`config.mk`:
```
export PLATFORM = sky130hd
export DESIGN_NAME = iterative_divider
export DESIGN_NICKNAME = d
export VERILOG_FILES = /design/src/rtl/iterative_divider.sv
export SDC_FILE = /design/constraint.sdc
export NUM_CORES = 1
export LEC_CHECK = 0
export CAP_MARGIN = 40
export CORE_MARGIN = 3
export CORE_UTILIZATION = 54
export CTS_CLUSTER_DIAMETER = 150
export DETAILED_ROUTE_END_ITERATION = 10
export GPL_ROUTABILITY_DRIVEN = 0
export HOLD_SLACK_MARGIN = 0.15
export PLACE_DENSITY = 0.8
export SYNTH_ARGS = -nofsm -noshare
export SYNTH_HDL_FRONTEND = slang
export SYNTH_SLANG_ARGS = --single-unit
export TNS_END_PERCENT = 1
```
`constraint.sdc`:
```
create_clock -name clk -period 5.5 [get_ports clk]
set_input_delay 1.1 -clock clk [delete_from_list [all_inputs] [get_ports clk]]
set_output_delay 1.1 -clock clk [all_outputs]
set_load 0.02 [all_outputs]
```
`src/rtl/iterative_divider.sv`:
```
// Restoring unsigned divider: one quotient bit per clock, start/done handshake.
// Divide-by-zero completes immediately with an all-ones quotient and R = A.
module iterative_divider #(
    parameter int unsigned N = 32
) (
    input  logic         clk,
    input  logic         rst,
    input  logic [N-1:0] A,
    input  logic [N-1:0] B,
    input  logic         Start,
    output logic [N-1:0] Q,
    output logic [N-1:0] R,
    output logic         Busy,
    output logic         Done,
    output logic         DivZero
);

    localparam int unsigned CW = $clog2(N + 1);

    typedef enum logic [1:0] {
        IDLE = 2'd0,
        RUN  = 2'd1,
        DONE = 2'd2
    } state_t;

    state_t         state, state_n;
    logic [N-1:0]   wq, wq_n;
    logic [N-1:0]   wr, wr_n;
    logic [N-1:0]   d, d_n;
    logic [N-1:0]   q_n, r_n;
    logic [CW-1:0]  cnt, cnt_n;
    logic           dz_n;
    logic [N:0]     wr_sh, trial;
    logic [N-1:0]   wq_step, wr_step;

    // One restoring step; a borrow out of the trial subtraction means keep the shifted remainder.
    always_comb begin
        wr_sh   = {wr, wq[N-1]};
        trial   = wr_sh - {1'b0, d};
        wq_step = {wq[N-2:0], ~trial[N]};
        wr_step = trial[N] ? wr_sh[N-1:0] : trial[N-1:0];
    end

    always_ff @(posedge clk) begin
        if (rst) begin
            state <= IDLE;
        end else begin
            state <= state_n;
        end
    end

    always_comb begin
        state_n = state;
        wq_n    = wq;
        wr_n    = wr;
        d_n     = d;
        cnt_n   = cnt;
        q_n     = Q;
        r_n     = R;
        dz_n    = DivZero;
        unique case (state)
            IDLE: begin
                if (Start) begin
                    wq_n  = A;
                    d_n   = B;
                    wr_n  = '0;
                    cnt_n = CW'(N);
                    if (B == '0) begin
                        state_n = DONE;
                        q_n     = '1;
                        r_n     = A;
                        dz_n    = 1'b1;
                    end else begin
                        state_n = RUN;
                        dz_n    = 1'b0;
                    end
                end
            end
            RUN: begin
                wq_n  = wq_step;
                wr_n  = wr_step;
                cnt_n = cnt - CW'(1);
                if (cnt == CW'(1)) begin
                    state_n = DONE;
                    q_n     = wq_step;
                    r_n     = wr_step;
                end
            end
            DONE: begin
                state_n = IDLE;
            end
            default: begin
                state_n = IDLE;
            end
        endcase
    end

    // Datapath and output registers; results only update on completion.
    always_ff @(posedge clk) begin
        if (rst) begin
            wq      <= '0;
            wr      <= '0;
            d       <= '0;
            cnt     <= '0;
            Q       <= '0;
            R       <= '0;
            DivZero <= 1'b0;
            Busy    <= 1'b0;
            Done    <= 1'b0;
        end else begin
            wq      <= wq_n;
            wr      <= wr_n;
            d       <= d_n;
            cnt     <= cnt_n;
            Q       <= q_n;
            R       <= r_n;
            DivZero <= dz_n;
            Busy    <= (state_n != IDLE);
            Done    <= (state_n == DONE);
        end
    end

endmodule

```
==> results of run 1 <==
==> logic make-up after synthesis <==
family                     Yosys count
and+or+nand+nor                    484
AOI/OAI and AO/OA                  274
DFF                                171
adders and majority gates           35
buffers and inverters              122
xor gates and xnor gates            27
muxes                               21
==> layer usage <==
layer / part of all wire, % / vias to the layer above / track usage [%]
li1: - / 4142 / -
met1: 41 / 4006 / 32.8
met2: 49 / 323 / 46.3
met3: 5.7 / 78 / 4.54
met4: 4.4 / 0 / 13.3
met5: 0 / - / 0
==> registers in the layout, summed over array words and instances, names as in the netlist <==
register and count:
state 2, d 32, wq 32, Done 1
Q 32, DivZero 1, cnt 6, Busy 1
wr 32, R 32
==> worst paths after layout <==
path / slack [ns] / to
min: 0.46 / d[25]
min reg2reg: 0.46 / d[25]
max: 1.48 / R[15]
max reg2reg: 1.48 / R[15]
==> synth_stat cells, drive strengths merged (2+ instances only) <==
cell type / count / share of area, %
o21a: 5 / 0.43
nor4: 12 / 1.0
dfxtp: 171 / 39
or3: 8 / 0.57
a21oi: 110 / 6.3
nor2: 131 / 5.6
o21bai: 2 / 0.17
a211oi: 15 / 1.3
nor2b: 5 / 0.35
xnor2: 21 / 2.3
inv: 42 / 1.8
nand2: 210 / 8.9
a32oi: 2 / 0.20
clkbuf: 65 / 2.8
nand4: 8 / 0.64
a311oi: 49 / 5.6
a31oi: 6 / 0.50
nand2b: 9 / 0.64
ha: 34 / 4.8
mux2: 17 / 2.2
or2: 7 / 0.50
a2111oi: 2 / 0.27
o31ai: 3 / 0.41
nand3: 16 / 0.91
o211ai: 11 / 0.99
xor2: 6 / 0.60
buf: 15 / 0.99
o2111ai: 2 / 0.20
mux2i: 4 / 0.45
a21boi: 7 / 0.64
nor3: 72 / 4.1
and2: 3 / 0.21
a21o: 16 / 1.4
o21ai: 31 / 1.8
==> layout make-up <==
class / count / area [um2] / area share, %
flip-flops and latches: 171 / 3420 / 31.5
clock buffers: 18 / 439 / 4.04
clock inverters: 14 / 181 / 1.67
inverters: 42 / 158 / 1.45
multi-input cells: 841 / 4940 / 45.4
repair buffers: 145 / 1460 / 13.4
well taps: 216 / 270 / 2.49
==> per-stage QoR <==
step / cell area, um2 / worst slack [ns] / std cells
after floorplan: 8830 / 2.47 / 1134
after global placement: 10200 / 1.38 / 1412
after detailed placement: 10200 / 1.25 / 1415
after CTS: 10900 / 1.55 / 1447
after global routing: 10900 / 1.25 / 1447
final: 10900 / 1.48 / 1447
==> worst max-delay path, delay by kind of cell, from the launching register on <==
| family | cells | cell delay [ns] |
|---|---|---|
| xor gates and xnor gates | 1 | 0.57 |
| buffers and inverters | 2 | 0.46 |
| adders and majority gates | 2 | 0.63 |
| muxes | 1 | 0.35 |
| AOI/OAI and AO/OA | 5 | 1.12 |
| DFF | 1 | 0.39 |
| and+or+nand+nor | 2 | 0.33 |
==> layout by cell type (no fill, tap or decap), types with 4 or more instances in the layout <==
| cell | Yosys | layout |
|---|---|---|
| o21a_1 | 5 | 5 |
| clkdlybuf4s50_1 | 0 | 132 |
| clkbuf_16 | 0 | 17 |
| a21oi_1 | 108 | 108 |
| nor4_1 | 11 | 11 |
| a211oi_1 | 15 | 15 |
| o211ai_1 | 10 | 10 |
| ha_1 | 34 | 34 |
| nor3_1 | 72 | 72 |
| xnor2_1 | 20 | 20 |
| o21ai_0 | 27 | 27 |
| clkinvlp_4 | 0 | 4 |
| dfxtp_1 | 171 | 171 |
| or3_1 | 8 | 8 |
| a31oi_1 | 5 | 5 |
| a21boi_0 | 5 | 5 |
| or2_2 | 7 | 7 |
| nand2_1 | 210 | 210 |
| inv_1 | 42 | 42 |
| a311oi_2 | 11 | 11 |
| a21o_1 | 16 | 16 |
| nor2_1 | 131 | 129 |
| inv_6 | 0 | 6 |
| mux2_1 | 17 | 17 |
| mux2i_1 | 4 | 4 |
| nand3_1 | 16 | 16 |
| nor2b_1 | 5 | 4 |
| nand4_1 | 7 | 7 |
| nand2b_1 | 9 | 8 |
| buf_4 | 0 | 10 |
| a311oi_1 | 38 | 38 |
| xor2_1 | 6 | 6 |
| o21ai_1 | 4 | 4 |
==> power by group <==
group	total [mW]	internal (mW)	leakage, nW	switching, mW
Combinational	4.18	1.73	2.37	2.45
Sequential	1.57	1.41	1.39	0.160
Clock	1.27	0.736	0.291	0.532
Total	7.02	3.87	4.05	3.14
==> flow_summary.json, run 1 <==
{
  "ctsHoldBuffers": 0,
  "pin_count": 134,
  "drt_iter0_drc": 704,
  "drc": 0,
  "tightestPinTransition_ns": 0.752,
  "port_buffers": 133,
  "fmaxAchievable_mhz": 249,
  "fin_tns_setup_ns": 0,
  "rr_startpoint": "wq[31]",
  "cts_setup_buffers": 0,
  "setup_violations": 0,
  "cts_tree": "built",
  "synth_top_family_by_area": "simple AND/OR/NAND/NOR gates",
  "track_usage_pct": 27.0,
  "ys_seq_elements": 171,
  "syn_inst": 1134,
  "dr.pass1.iters": 6,
  "post_cts_resized": 0,
  "synth_edf_count": 0,
  "final_util_pct": 68.2,
  "nets": 1320,
  "syn_to_final_growth_pct": 23.1,
  "core_um2": 15900,
  "clock_path_buffers": 2,
  "fp.dieW_um": 134,
  "cts.sinks": 171,
  "finClkSkew_ns": 0.00750,
  "clkTransAtPathRegs_ns": 0.07,
  "synth-main-ff-cell": "dfxtp_1",
  "status": "completed",
  "synthAdderAreaFrac_pct": 5.04,
  "grt_pass1_vias": 8125,
  "dieArea_um2": 17900,
  "start_util_pct": 55.4,
  "powerDensity_nw_per_um2": 646,
  "via_per_inst": 5.91,
  "path_class": "reg2reg",
  "cts.htree.levels": 4,
  "ant_nets": 0,
  "syn_avg_cell_area_um2": 7.79,
  "hold_depth": 2,
  "grt_max_degree": 83,
  "n_fill_cell": 1323,
  "critical_path_required_ns": 5.77,
  "async_flop_share_pct": 0,
  "synth_compound_area_share_pct": 21.5,
  "drive_above_1_share_pct": 6.34,
  "finalMaxSlewViolations": 0,
  "startpoint": "wq[31]",
  "die_h_um": 134,
  "finalPower_mw": 7.02,
  "yosys.area_share.simple_pct": 23.7,
  "hp-class": "reg2reg",
  "period_needed_ns": 4.02,
  "yosysWarnings": 0,
  "dpl.hpwl_mm": 17.5,
  "vias": 8549,
  "slowest_delay_ns": 0.57,
  "insertion_delay_ns": 0.43,
  "worst-r2r-cell-count": 13,
  "syn_area_um2": 8830,
  "cp-end-kind": "flip-flop",
  "antenna_cells": 0,
  "crit_arrival_ns": 4.29,
  "wl_mm": 24.5,
  "drv_cap": 0,
  "antenna_found_initial": 0,
  "worstPathCellList": "inv_1 > ha_1 > fa_1 > nand2b_1 > a21oi_1 > o211ai_2 > a31oi_2 > o31ai_4 > xnor2_4 > buf_4 > mux2_1 > nand2_1 > a311oi_1",
  "critical_path.max_fanout": 22,
  "critPathSlowestCell": "xnor2_4",
  "drt-wirelength-per-cell_um": 16.9,
  "synth.distinct_cells": 65,
  "rsz0062_at_grt": "false",
  "vdd_drop_max_mv": 0.468,
  "finalCritPeriodShare_pct": 73.1,
  "hold_viol_final": 0,
  "yosys.area_share.xor_xnor_pct": 2.89,
  "rows": 46,
  "hp-start": "d[25]",
  "gr-total-overflow": 0,
  "whs_ns": 0.456,
  "synth_fp_nets": 1236,
  "cts-root-buf": "clkbuf_16",
  "slew_headroom_pct": 49.9,
  "ys_seq_area_share_pct": 38.8,
  "critPathLaunchType": "flip-flop",
  "power.leakage_nw": 4.05,
  "cts_buffers": 17,
  "synthMuxAreaShare_pct": 2.62,
  "grt_first_pass_wirelength_mm": 39.3
}
Note: power is estimated with default switching activity, not from simulation.
==> inputs of run 2 (changes only) <==
clock period = 4.16 ns   (was 5.5 ns; I/O delays follow)
==> run 2 against run 1 <==
Core utilization hardly changed. Setup slack worse by 0.81 ns. Global-route usage is 0.16 points higher. Via count is 0.56% lower. Wire length hardly changed. Largest power group unchanged. Combinational power is 34% higher. Non-clock buffer count is 3 higher. Design area hardly changed. Sequential share of layout area hardly changed. Power is 31% higher. Sequential power is 32% higher. Register-to-register slack worse by 0.81 ns.
==> flow_summary.json, run 2 (synthesis gave the netlist of run 1 again) <==
{
  "cts_setup_buffers": 0,
  "die_h_um": 134,
  "finalMaxSlewViolations": 0,
  "clock_path_buffers": 2,
  "powerDensity_nw_per_um2": 849,
  "dpl.hpwl_mm": 17.7,
  "rsz0062_at_grt": "false",
  "period_needed_ns": 3.49,
  "ctsHoldBuffers": 0,
  "cts_buffers": 17,
  "drt-wirelength-per-cell_um": 16.9,
  "power.leakage_nw": 4.05,
  "cp-end-kind": "flip-flop",
  "critPathSlowestCell": "fa_1",
  "cts.htree.levels": 4,
  "cts.sinks": 171,
  "port_buffers": 133,
  "tightestPinTransition_ns": 0.815,
  "grt_pass1_vias": 8274,
  "critical_path.max_fanout": 20,
  "post_cts_resized": 0,
  "antenna_cells": 0,
  "worstPathCellList": "inv_1 > ha_1 > fa_1 > nand2b_1 > a21oi_1 > o211ai_2 > a31oi_2 > o31ai_4 > xnor2_4 > buf_4 > mux2_1 > nand2_1 > a311oi_2",
  "hp-class": "reg2reg",
  "antenna_found_initial": 0,
  "track_usage_pct": 27.1,
  "critical_path_required_ns": 4.45,
  "core_um2": 15900,
  "finalWorstSetupSlack_ns": 0.668,
  "drive_above_1_share_pct": 6.48,
  "drt_iter0_drc": 724,
  "vdd_drop_max_mv": 0.943,
  "syn_to_final_growth_pct": 23.1,
  "status": "completed",
  "finClkSkew_ns": 0.00820,
  "fp.dieW_um": 134,
  "grt_max_degree": 70,
  "pin_count": 134,
  "path_depth": 13,
  "cp.buffers_inverters": 2,
  "place_ws_ns": 0.484,
  "critPathLaunchType": "flip-flop",
  "dieArea_um2": 17900,
  "drc": 0,
  "grt_first_pass_wirelength_mm": 39.8,
  "via_per_inst": 5.86,
  "clkTransAtPathRegs_ns": 0.07,
  "hold_depth": 2,
  "fin_tns_setup_ns": 0,
  "vias": 8501,
  "dr.pass1.iters": 5,
  "worst-r2r-cell-count": 13,
  "mostFrequentLayoutCell": "nand2_1",
  "ant_nets": 0,
  "finalCritPeriodShare_pct": 83.9,
  "setup_violations": 0,
  "start_util_pct": 55.4,
  "cts_tree": "built",
  "path_class": "reg2reg",
  "rows": 46,
  "wl_mm": 24.5,
  "insertion_delay_ns": 0.43,
  "fmaxAchievable_mhz": 286,
  "slowest_delay_ns": 0.41,
  "nets": 1323,
  "slew_headroom_pct": 45.4,
  "cp_top_family": "compound AO/OA/AOI/OAI gates",
  "hold_viol_final": 0,
  "final_cell_mix": "210 x nand2_1, 171 x dfxtp_1, 132 x clkdlybuf4s50_1",
  "cts-root-buf": "clkbuf_16",
  "drv_cap": 0,
  "crit_arrival_ns": 3.78,
  "gr-total-overflow": 0
}
run 2: layer usage:
metal  vias to the layer above  wire [um]  GRT usage, %
met5                         -          0             0
met4                         0        898          11.6
met3                        63       1460          4.95
met2                       307      12000          46.8
met1                      3975      10200          33.3
li1                       4156          -             -
run 2: report_power, final:
| part | switching, mW | internal [mW] |
|---|---|---|
| Clock | 0.678 | 0.879 |
| Combinational | 3.26 | 2.33 |
| Sequential | 0.214 | 1.86 |
run 2: metrics by stage:
stage                     util (%)  hold WS [ns]  power [mW]  area [um2]  instances
after floorplan                  -         0.436        6.47        8830       1134
after global placement        64.2         0.445        7.48       10200       1416
after detailed placement      64.5         0.447        7.59       10300       1418
after CTS                     68.2         0.455        9.18       10900       1450
after global routing          68.2         0.483        9.88       10900       1450
final                         68.2         0.455        9.22       10900       1450
run 2: area by class of cell:
cell class,count,area (um2)
Clock buffer,21,470
Clock inverter,11,113
Tap cell,216,270
Sequential cell,171,3420
Timing Repair Buffer,148,1490
Inverter,42,158
Multi-Input combinational cell,841,4940
Fill cell,1334,5080
run 2: final timing paths:
check | startpoint | end | slack [ns]
worst min-delay path | d[14] | d[14] | 0.45
worst min register to register | d[14] | d[14] | 0.45
worst max-delay path | wq[31] | R[11] | 0.67
worst max register to register | wq[31] | R[11] | 0.67
run 2: worst register-to-register path: stages, from the launching register on:
cell and delay [ns]:
dfxtp_1 0.40, inv_1 0.07, ha_1 0.22, fa_1 0.41, nand2b_1 0.19, a21oi_1 0.37
o211ai_2 0.19, a31oi_2 0.29, o31ai_4 0.14, xnor2_4 0.17, buf_4 0.28, mux2_1 0.35
nand2_1 0.18, a311oi_2 0.12
==> inputs of run 3 (changes only) <==
CORE_UTILIZATION = 49   (was 54)
PLACE_DENSITY = 0.76   (was 0.8)
clock period = 3.1 ns   (was 4.16 ns; I/O delays follow)
==> run 3 against run 2 <==
Final cell count is 4.3% higher. The run now ends with negative setup slack left. Die area up 9.7%. Register-to-register slack got worse by 0.68 ns. Clock power up 49%.
==> flow_summary.json, run 3 (synthesis gave the netlist of run 1 again) <==
{
  "fp.dieW_um": 140,
  "track_usage_pct": 25.2,
  "instances_no_fill": 1513,
  "antenna_found_initial": 0,
  "hold_depth": 2,
  "grt_pass1_vias": 8038,
  "critPathSlowestCell": "fa_2",
  "drt_iter0_drc": 918,
  "insertion_delay_ns": 0.43,
  "n_fill_cell": 1410,
  "port_buffers": 133,
  "final_cell_mix": "201 x nand2_1, 158 x dfxtp_1, 132 x clkdlybuf4s50_1",
  "drt-wirelength-per-cell_um": 17.8,
  "hp-class": "reg2reg",
  "drc": 0,
  "ctsHoldBuffers": 0,
  "vias": 8943,
  "gr-total-overflow": 0,
  "syn_to_final_growth_pct": 32.7,
  "final_util_pct": 67.1,
  "start_util_pct": 50.5,
  "worst-r2r-cell-count": 15,
  "finalMaxSlewViolations": 0,
  "cts.sinks": 171,
  "finClkSkew_ns": 0.00790,
  "core_um2": 17500,
  "hold_viol_final": 0,
  "grt_max_degree": 70,
  "min_to": "d[6]",
  "nets": 1377,
  "worstReg2RegEnd": "R[8]",
  "rows": 48,
  "status": "complete, but fails checks",
  "ant_nets": 0,
  "powerDensity_nw_per_um2": 1330,
  "grt_first_pass_wirelength_mm": 40.5,
  "worstPathCellList": "inv_2 > ha_4 > fa_2 > nand2b_4 > a21oi_2 > buf_6 > o211ai_4 > a31oi_4 > o31ai_4 > xnor2_4 > buf_12 > buf_8 > buf_4 > o211ai_1 > a311oi_1",
  "path_class": "reg2reg",
  "via_per_inst": 5.91,
  "die_h_um": 140,
  "finalWorstSetupSlack_ns": -0.0159,
  "cts_tree": "built",
  "hp-start": "d[6]",
  "dpl.hpwl_mm": 18.5,
  "finalCritPeriodShare_pct": 101,
  "critical_path.max_fanout": 7,
  "cp-end-kind": "flip-flop",
  "mostFrequentLayoutCell": "nand2_1",
  "place_ws_ns": 0.0216,
  "placedCellCount": 1458,
  "violations": "negative setup slack",
  "dr.pass1.iters": 6,
  "critical_path_required_ns": 3.42,
  "r2r_slack_ns": -0.02,
  "power.leakage_nw": 4.40,
  "pin_count": 134,
  "crit_arrival_ns": 3.44,
  "rsz0062_at_grt": "true",
  "rr_startpoint": "wq[31]",
  "clock_path_buffers": 2,
  "antenna_cells": 0,
  "cts_buffers": 17,
  "vdd_drop_max_mv": 0.805,
  "period_needed_ns": 3.12,
  "setup_violations": 1,
  "wl_mm": 27.0,
  "dieArea_um2": 19700,
  "cts.htree.levels": 4,
  "clkTransAtPathRegs_ns": 0.07,
  "tightestPinTransition_ns": 0.724,
  "slowest_delay_ns": 0.37,
  "critPathLaunchType": "flip-flop",
  "fmaxAchievable_mhz": 321,
  "drive_above_1_share_pct": 15.0,
  "slew_headroom_pct": 51.7,
  "drv_cap": 0,
  "cts-root-buf": "clkbuf_16"
}
[run 3: final cells by class]
| type | instances | area [um2] | share of cell area [%] |
|---|---|---|---|
| Inverter | 42 | 158 | 1.35 |
| Multi-Input combinational cell | 841 | 5230 | 44.6 |
| Tap cell | 225 | 282 | 2.40 |
| Clock buffer | 18 | 429 | 3.66 |
| Sequential cell | 171 | 3440 | 29.4 |
| Clock inverter | 14 | 205 | 1.75 |
| Timing Repair Buffer | 202 | 1980 | 16.9 |
[run 3: stage by stage]
step / cell area (um2) / TNS [ns] / total power, mW / hold slack [ns]
6_report: 11700 / -0.0159 / 15.6 / 0.454
3_3_place_gp: 10500 / 0 / 10.6 / 0.445
5_1_grt: 11700 / -1.04 / 16.4 / 0.476
2_1_floorplan: 8830 / 0 / 8.68 / 0.436
4_1_cts: 11200 / 0 / 13.1 / 0.456
3_5_place_dp: 10500 / 0 / 10.7 / 0.447
[run 3: how the worst max path moves through the flow]
stage,cells past startpoint,startpoint,endpoint
3_3_place_gp,14,wq[31],R[12]
6_report,15,wq[31],R[8]
3_5_place_dp,14,wq[31],R[19]
4_1_cts,13,wq[31],R[9]
2_1_floorplan,12,wq[31],R[9]
5_1_grt,14,d[9],R[8]
[run 3: power breakdown]
part           internal (mW)  switching, mW
clock                   1.37          0.949
sequential              2.51          0.341
combinational           5.03           5.36
total                   8.91           6.65
[run 3: critical path, delay by kind of cell, from the launching register on]
| family | cells | cell delay (ns) |
|---|---|---|
| flops | 1 | 0.33 |
| buf+inv | 5 | 0.58 |
| fa+ha+maj | 2 | 0.53 |
| simple gates | 1 | 0.16 |
| xor+xnor | 1 | 0.31 |
| compound gates | 6 | 1.12 |
[run 3: routing by layer]
layer / share of wire, % / GRT usage (%) / up-vias
li1: - / - / 4261
met1: 41 / 32.5 / 4242
met2: 49 / 42.2 / 364
met3: 6.1 / 4.54 / 76
met4: 3.9 / 9.13 / 0
met5: 0 / 0 / -
[run 3: what timing repair did]
action / in CTS / in global routing
setup buffers: 0 / 21
pin swaps: 0 / 20
resized for setup: 1 / 79
cloned: 0 / 2
endpoints found under the setup margin: 10 / 49
